--- src/rtl/word_unpacker.sv ---
// word_unpacker: takes one flat word of LANES x LANE_W bits and emits it one
// lane per beat, lane 0 first, with a reduction-OR (bool cast) of each lane.
// Valid/ready on both the word side and the lane side.
module word_unpacker #(
    parameter int unsigned LANE_W = 8,
    parameter int unsigned LANES  = 4,
    localparam int unsigned CNT_W = $clog2(LANES + 1)
) (
    input  logic                    clk,
    input  logic                    rst,
    input  logic                    in_valid,
    output logic                    in_ready,
    input  logic [LANES*LANE_W-1:0] in_data,
    input  logic [CNT_W-1:0]        in_len,
    output logic                    out_valid,
    input  logic                    out_ready,
    output logic [LANE_W-1:0]       out_data,
    output logic [CNT_W-1:0]        out_index,
    output logic                    out_last,
    output logic                    out_nonzero
);

    localparam int unsigned IDX_W = $clog2(LANES);
    localparam logic [CNT_W-1:0] LanesCnt = CNT_W'(LANES);

    typedef enum logic [0:0] {StIdle, StSend} state_e;

    state_e                       state_q, state_d;
    logic [LANES-1:0][LANE_W-1:0] word_q;
    logic [CNT_W-1:0]             len_q;
    logic [CNT_W-1:0]             index_q;
    logic [CNT_W-1:0]             eff_len;
    logic                         in_fire;
    logic                         out_fire;

    // Zero or out-of-range lengths mean a full word.
    always_comb begin
        eff_len = in_len;
        if (in_len == '0 || in_len > LanesCnt) begin
            eff_len = LanesCnt;
        end
    end

    assign in_fire  = in_valid && in_ready;
    assign out_fire = out_valid && out_ready;

    // State register.
    always_ff @(posedge clk) begin
        if (rst) begin
            state_q <= StIdle;
        end else begin
            state_q <= state_d;
        end
    end

    // Next-state logic: leave SEND only when the last lane goes out with no word waiting.
    always_comb begin
        state_d = state_q;
        unique case (state_q)
            StIdle: begin
                if (in_valid) begin
                    state_d = StSend;
                end
            end
            StSend: begin
                if (out_fire && out_last && !in_valid) begin
                    state_d = StIdle;
                end
            end
            default: state_d = StIdle;
        endcase
    end

    // Outputs: lane selected by index from the unshifted word register.
    always_comb begin
        out_valid   = (state_q == StSend);
        out_last    = out_valid && (index_q == len_q - CNT_W'(1));
        in_ready    = (state_q == StIdle) || (out_ready && out_last);
        out_index   = index_q;
        out_data    = '0;
        if (out_valid) begin
            out_data = word_q[index_q[IDX_W-1:0]];
        end
        out_nonzero = |out_data;
    end

    // Word, length and index registers; a new word always restarts at lane 0.
    always_ff @(posedge clk) begin
        if (rst) begin
            word_q  <= '0;
            len_q   <= LanesCnt;
            index_q <= '0;
        end else if (in_fire) begin
            word_q  <= in_data;
            len_q   <= eff_len;
            index_q <= '0;
        end else if (out_fire && !out_last) begin
            index_q <= index_q + CNT_W'(1);
        end
    end

endmodule

--- config.mk ---
export PLATFORM = sky130hd
export DESIGN_NAME = word_unpacker
export DESIGN_NICKNAME = d
export VERILOG_FILES = /design/src/rtl/word_unpacker.sv
export SDC_FILE = /design/constraint.sdc
export NUM_CORES = 1
export LEC_CHECK = 0
export ABC_AREA = 0
export BUFFER_PORTS_ARGS = -buffer_cell sky130_fd_sc_hd__buf_2
export CAP_MARGIN = 20
export CORE_MARGIN = 2
export CORE_UTILIZATION = 35
export CTS_CLUSTER_DIAMETER = 60
export DETAILED_ROUTE_END_ITERATION = 16
export PLACE_DENSITY = 0.64
export SYNTH_ARGS = -nofsm -noshare
export SYNTH_HDL_FRONTEND = slang
export SYNTH_SLANG_ARGS = --single-unit
--- constraint.sdc ---
create_clock -name clk -period 2.4 [get_ports clk]
set_input_delay 0.24 -clock clk [delete_from_list [all_inputs] [get_ports clk]]
set_output_delay 0.24 -clock clk [all_outputs]
set_load 0.01 [all_outputs]
Word-level counts from Yosys, hierarchy flattened

Index checks and enable logic that the tools add are counted.

Bits in registers: 39

$add $sub $neg: 2
Order comparisons: 2
Eq/ne operators: 1
Mux-type cells: 7
Bitwise logic cells: 1
Reductions and logical operators: 14

Operators with widths:

| kind                  | count |
|---|---|
| $bmux W8 S2           | 1 |
| $mux W8               | 2 |
| $reduce_or A8 Y1      | 1 |
| $logic_and A1 B1 Y1   | 7 |
| $add A3 B1 Y3 const B | 1 |
| $eq A3 B3 Y1          | 1 |
| $gt A3 B3 Y1 const B  | 1 |
| $logic_not A3 Y1      | 1 |
| $lt A2 B3 Y1 const B  | 1 |
| $mux W3               | 1 |
| $sub A3 B1 Y3 const B | 1 |
| $logic_not A1 Y1      | 2 |
| $logic_or A1 B1 Y1    | 2 |
| $mux W1               | 2 |
| $pmux W1 S2           | 1 |
| $reduce_or A2 Y1      | 1 |
| $not A1 Y1            | 1 |

Depth between registers and ports, before layout

Gate-level depths: netlist (run 1).

Depth in word-level cells: 7
Gate-level depth with buffers: 8
Depth with buffers taken out: 6

Least setup slack after synthesis (run 1)

OpenSTA, ideal clock, no wires.

Path type: flip-flop to output port
From: reg index_q[0] (netlist: out_index[0])
To: out out_nonzero
Arrival time: 1.694 ns
Required time: 2.160 ns
Path slack: 0.466 ns
Stages on the path, launching flop included: 5
Path buffers: 1
Path through: dfxtp_1 > buf_2 > mux4_2 > o41ai_1 > nand3_1

Cells in the longest elaborated chain, start to end: 4

Ends and longest elaborated chain:

| element                       | line | source |
|---|---|---|
| from (decl)                   | 31   | `logic [CNT_W-1:0] index_q;` |
| from (signal assigned)        | 98   | `index_q <= index_q + CNT_W'(1);` |
| $bmux W8 S2                   | 82   | `out_data = word_q[index_q[IDX_W-1:0]];` |
| $mux W8 (implied by the code) | 82   |  |
| $mux W8                       | 81   | `if (out_valid) begin` |
| $reduce_or A8 Y1              | 84   | `out_nonzero = \|out_data;` |
| to (decl)                     | 20   | `output logic out_nonzero` |

No other way between the ends. The select of a mux whose other input is x is not followed.

Final worst setup path (run 1)

Ends and elaborated chain as after synthesis.

==> flow_summary.toml, run 1 <==
[outcome]
status = "complete, no violations"

[die]
die_y_um = 80.13
coreArea_um2 = 5540
start_util = 0.3661
io_pins = 54
die_area_um2 = 6420
die_x_um = 80.13
num_rows = 27

[synth]
synth_edf_count = 0
synthArstFlopShare = 0
seq_area_frac_synth = 0.3849
synth_cell_type_count = 35
yosys_register_bits = 39
syn-cell-area_um2 = 2028
yosysTopAreaCell = "dfxtp_1"
synth_warnings = 0
synthCells = 215
synth_top_flop_cell = "dfxtp_1"
synth.avg_cell_area_um2 = 9.433
syn_nets = 257
synth_area_leaders = "dfxtp_1 38%, a21oi_2 13%, nand2_1 12%"
synth_top_cell_area_share = 0.3849

[sta]
clock_skew_ns = 0.007285
report.final.slew_viol_count = 0
fin_ws_ns = 0.1580
slew-limit-headroom = 0.4779
fin_crit_ns = 2.242
fmax_mhz = 446.0
hold_viol_final = 0
period_share = 0.9342
setup-tns-final_ns = 0
rsz0062_at_grt = "no"
worstMarginPinSlew_ns = 0.7832
setup_viol = 0

[placement]
place_area_um2 = 2323
pre_cts_ws_ns = 0.4198
gp_congestion = 0.8175
place_hpwl_um = 3221
port_buffers = 53

[finish]
multi_input_area_um2 = 1092
fill_cells = 588
postLayoutCellArea_um2 = 2409
diodes = 0
seq_area_um2 = 780.7
fin_nets = 310
fin_util = 0.4347
drive_above_1_share = 0.4275
syn_to_final_growth_pct = 18.75

[detailed_routing]
drcViolationCount = 0
wl_per_cell_um = 13.19
drt_iter0_markers = 78
drtPass1Iterations = 4
antenna_left = 0
routed_wl_um = 4499
vias_per_cell = 4.853
vias = 1655

[clocking]
clk_pin_slew_ns = 0.08
cts_max_level = 2
cts.repair.resized = 0
clock_latency_ns = 0.29
ctsHoldBuffers = 0
cts_made_buffers = 5
postCtsSetupBuffers = 0
cts.path.max_buffers = 2
clock-sinks = 39
cts_tree = "yes"
clockRootBuffer = "clkbuf_8"

[critical_path]
criticalPathCategory = "reg -> out"
cp_data_required_time_ns = 2.16
r2r-start = "len_q[0]"
crit_chain = "buf_4 -> mux4_2 -> o41ai_1 -> nand3_1 -> buf_2"
critPathMaxFanout = 7
startpoint_type = "register"
cpMaxStageDelayCell = "mux4_2"
worst_setup_path_end_kind = "output pin"
slowest_delay_ns = 0.55
cp.arrival_ns = 2.00
ff2ff_setup_slack_ns = 0.42
rr_endpoint = "word_q[6]"
reg2regPathDepth = 7

[global_route]
grt_usage = 0.1500
grtUsageMet3 = 0.04045
antenna_found_initial = 0
grt_first_pass_wirelength_um = 7396
grt_pass1_vias = 1576
globalRoute.totalOverflow = 0
grt_use_met2 = 0.2350
grt_busiest_layer = "met2"
grtUsageMet1 = 0.1976
grt_max_degree = 35

[pwr]
totalPowerFinal_mw = 1.372
p_per_area_nw_per_um2 = 569.6
p_leak_nw = 0.9764
vdd_drop_max_v = 0.0002009

[hold_path]
hold_depth = 3
hp-class = "in -> reg"
worstHoldStart = "in_data[8]"
min_delay_worst_endpoint = "word_q[8]"

[job]
maxCapViolCount = 0
-- cells in the mapped netlist, types with 2 or more instances --
master	n
a311oi_1	2
clkbuf_8	3
nand3_1	4
buf_6	5
clkbuf_1	4
dfxtp_1	39
a21oi_1	7
o21ai_0	2
ha_1	3
xor2_2	2
inv_1	8
nor2_1	4
nand2_2	3
nand3b_1	2
a211o_1	2
nand2_1	64
mux4_2	8
a21oi_2	29
and2_1	8
-- per-layer routing --
layer  wire length [µm]  up-vias
met5                  0        -
li1                   -      833
met3                234        6
met1               2165      776
met2               2023       40
met4                 74        0
-- worst max-delay path: cells and delay by family, from the launching register on --
family,cells,cell delay [ns]
mux,1,0.55
simple gates,1,0.10
compound gates,1,0.38
buf+inv,2,0.34
flops,1,0.33
-- cells by family (layout without fill, tap and decap cells) --
group                    count (synthesis)  count (layout)  synth area share
flip-flops                              39              39            0.3849
AO/OA/AOI/OAI                           46              46            0.1906
buffers and inverters                   22              76           0.07649
adder cells (fa/ha/maj)                  3               3           0.01851
AND/OR/NAND/NOR                         92              92            0.2036
XOR/XNOR                                 4               4           0.03208
multiplexers                             9               9           0.09377
-- worst max-delay path by stage --
stage	end	depth (start not counted)	start
after floorplan	out_nonzero	4	out_index[0]
after global placement	word_q[4]	7	len_q[0]
after detailed placement	word_q[6]	7	len_q[0]
after CTS	out_nonzero	5	out_index[0]
after global routing	out_nonzero	5	out_index[0]
final	out_nonzero	5	out_index[0]
-- layout make-up --
type	instances	area share
Tap cell	72	0.03740
Sequential cell	39	0.3242
Clock inverter	2	0.005195
Clock buffer	6	0.03013
Multi-Input combinational cell	154	0.4535
Timing Repair Buffer	60	0.1371
Inverter	8	0.01247
-- report_power, final --
group / switching [mW] / total, mW / internal, mW / leakage [nW]
clock: 0.228 / 0.431 / 0.203 / 0.0412
sequential: 0.0188 / 0.702 / 0.683 / 0.320
combinational: 0.134 / 0.239 / 0.105 / 0.615
total: 0.381 / 1.37 / 0.991 / 0.976
-- placed cells by master (no fill, tap or decap), types with 2 or more instances in the layout --
| master | instances |
|---|---|
| a211o_1 | 2 |
| a21oi_1 | 7 |
| a21oi_2 | 29 |
| a311oi_1 | 2 |
| and2_1 | 8 |
| buf_2 | 53 |
| buf_4 | 6 |
| clkbuf_8 | 5 |
| dfxtp_1 | 39 |
| ha_1 | 3 |
| inv_1 | 8 |
| mux4_2 | 8 |
| nand2_1 | 64 |
| nand2_2 | 3 |
| nand3_1 | 4 |
| nand3b_1 | 2 |
| nor2_1 | 4 |
| o21ai_0 | 2 |
| xor2_2 | 2 |
-- flip-flops by register name, indices dropped and copies added (netlist names) --
name / flops
out_valid: 1
word_q: 32
len_q: 3
out_index: 3
-- through the flow --
step           hold slack (ns)  instances
4_1_cts                 0.1735        341
5_1_grt                 0.1701        341
6_report                0.1819        341
3_5_place_dp            0.4472        333
2_1_floorplan           0.3695        215
3_3_place_gp            0.4414        333
Note: power is estimated with default switching activity, not from simulation.
==> inputs of run 2 (changes only) <==
--- a/config.mk
+++ b/config.mk
@@ -9,10 +9,11 @@
 export BUFFER_PORTS_ARGS = -buffer_cell sky130_fd_sc_hd__buf_2
 export CAP_MARGIN = 20
 export CORE_MARGIN = 2
-export CORE_UTILIZATION = 35
+export CORE_UTILIZATION = 54
+export CTS_BUF_LIST = sky130_fd_sc_hd__clkbuf_8
 export CTS_CLUSTER_DIAMETER = 60
 export DETAILED_ROUTE_END_ITERATION = 16
-export PLACE_DENSITY = 0.64
+export PLACE_DENSITY = 0.82
 export SYNTH_ARGS = -nofsm -noshare
 export SYNTH_HDL_FRONTEND = slang
 export SYNTH_SLANG_ARGS = --single-unit
==> flow_summary.toml, run 2 (same netlist as run 1, synthesis figures left out) <==
[finish]
final_common_cell = "nand2_1"
largest_register_ff_count = 32
diodes = 0
fin_nets = 309
fin_util = 0.6550
fill_cells = 306
syn_to_final_growth_pct = 17.33
drive_above_1_share = 0.4366
regMostFlops = "word_q"
layout_common_cells = "64 x nand2_1, 53 x buf_2, 37 x dfxtp_1"

[sta]
clock_skew_ns = 0.007775
report.final.slew_viol_count = 0
fmax_mhz = 441.2
slew-limit-headroom = 0.5081
period_share = 0.9445
hold_viol_final = 0
rsz0062_at_grt = "no"
fin_crit_ns = 2.267
setup_viol = 0
worstMarginPinSlew_ns = 0.7378
setup-tns-final_ns = 0

[job]
maxCapViolCount = 0

[pwr]
p_comb_frac = 0.162
p_per_area_nw_per_um2 = 587.8
totalPowerFinal_mw = 1.399
clkPwrFrac = 0.330
p_leak_nw = 0.9694
power.share.switching = 0.2906
vdd_drop_max_v = 0.0003132
sequentialPowerShare = 0.508
p_int_mw = 0.9923
power.net_switching_mw = 0.4065

[clocking]
cts_made_buffers = 5
postCtsSetupBuffers = 0
cts.repair.resized = 0
clk_pin_slew_ns = 0.08
clockRootBuffer = "clkbuf_8"
clock_latency_ns = 0.30
clock-sinks = 39
ctsHoldBuffers = 0
cts_max_level = 2
cts_tree = "yes"
cts.path.max_buffers = 2

[detailed_routing]
antenna_left = 0
wl_per_cell_um = 13.45
vias = 1656
drcViolationCount = 0
routed_wl_um = 4250
vias_per_cell = 5.241
drt_iter0_markers = 98
drtPass1Iterations = 4

[placement]
gp_congestion = 0.8461
port_buffers = 53
place_hpwl_um = 3000

[global_route]
grt_first_pass_wirelength_um = 7127
globalRoute.totalOverflow = 0
grt_pass1_vias = 1550
antenna_found_initial = 0
grt_max_degree = 35
grt_usage = 0.2186

[die]
io_pins = 54
num_rows = 22
die_y_um = 65.29
die_x_um = 65.29
start_util = 0.5582
coreArea_um2 = 3633
die_area_um2 = 4262

[critical_path]
ff2ff_setup_slack_ns = 0.50
worst_setup_path_end_kind = "output pin"
startpoint_type = "register"
r2r-start = "len_q[0]"
reg2regPathDepth = 7
criticalPathCategory = "reg -> out"
cp_data_required_time_ns = 2.16
cp.arrival_ns = 2.03
rr_endpoint = "word_q[29]"
critPathMaxFanout = 7

[outcome]
status = "complete, no violations"

[hold_path]
worstHoldStart = "in_data[8]"
hp-class = "in -> reg"
hold_depth = 3
min_delay_worst_endpoint = "word_q[8]"
## run 2: power groups by stage
stage	Combinational [mW]	Sequential [mW]	Clock, mW
global placement	0.218	0.725	0
global route	0.252	0.716	0.498
finish	0.227	0.711	0.461
detailed placement	0.223	0.725	0
CTS	0.225	0.710	0.469
floorplan	0.173	0.714	0
## run 2: worst max path at each step
stage,from,endpoint,cells past startpoint
3_3_place_gp,out_index[0],out_nonzero,4
4_1_cts,out_index[0],out_nonzero,4
3_5_place_dp,out_index[0],out_nonzero,4
5_1_grt,out_index[1],out_nonzero,4
2_1_floorplan,out_index[0],out_nonzero,4
6_report,out_index[1],out_nonzero,4
## run 2: critical path, cell delays in order, from the launching register on
cell and delay (ns):
dfxtp_2 0.45, mux4_2 0.54, o41ai_1 0.46, nand3_1 0.11, buf_2 0.16
## run 2: layer usage
| layer | vias up | part of all wire | wire length (µm) | global-route usage |
|---|---|---|---|---|
| met5 | - | 0 | 0 | 0 |
| met4 | 0 | 0.024 | 104 | 0.09896 |
| met3 | 11 | 0.059 | 250 | 0.05479 |
| met2 | 52 | 0.44 | 1886 | 0.3214 |
| met1 | 764 | 0.47 | 2009 | 0.3038 |
| li1 | 829 | - | - | - |
## run 2: per-stage QoR
step,setup slack (ns),cells,instance area [µm²],hold slack (ns)
final,0.1333,316,2380,0.1706
after global routing,0.02143,316,2380,0.1687
after CTS,0.01096,316,2366,0.1659
after detailed placement,0.3721,308,2273,0.4502
after global placement,0.4051,308,2273,0.4420
after floorplan,0.4664,215,2028,0.3695
## run 2: area by class of cell
cell class,count,area (µm²),area share
Tap cell,48,60.06,0.02524
Timing Repair Buffer,59,310.3,0.1304
Sequential cell,39,783.3,0.3291
Clock buffer,5,68.82,0.02892
Clock inverter,3,23.77,0.009989
Inverter,8,30.03,0.01262
Multi-Input combinational cell,154,1104,0.4637
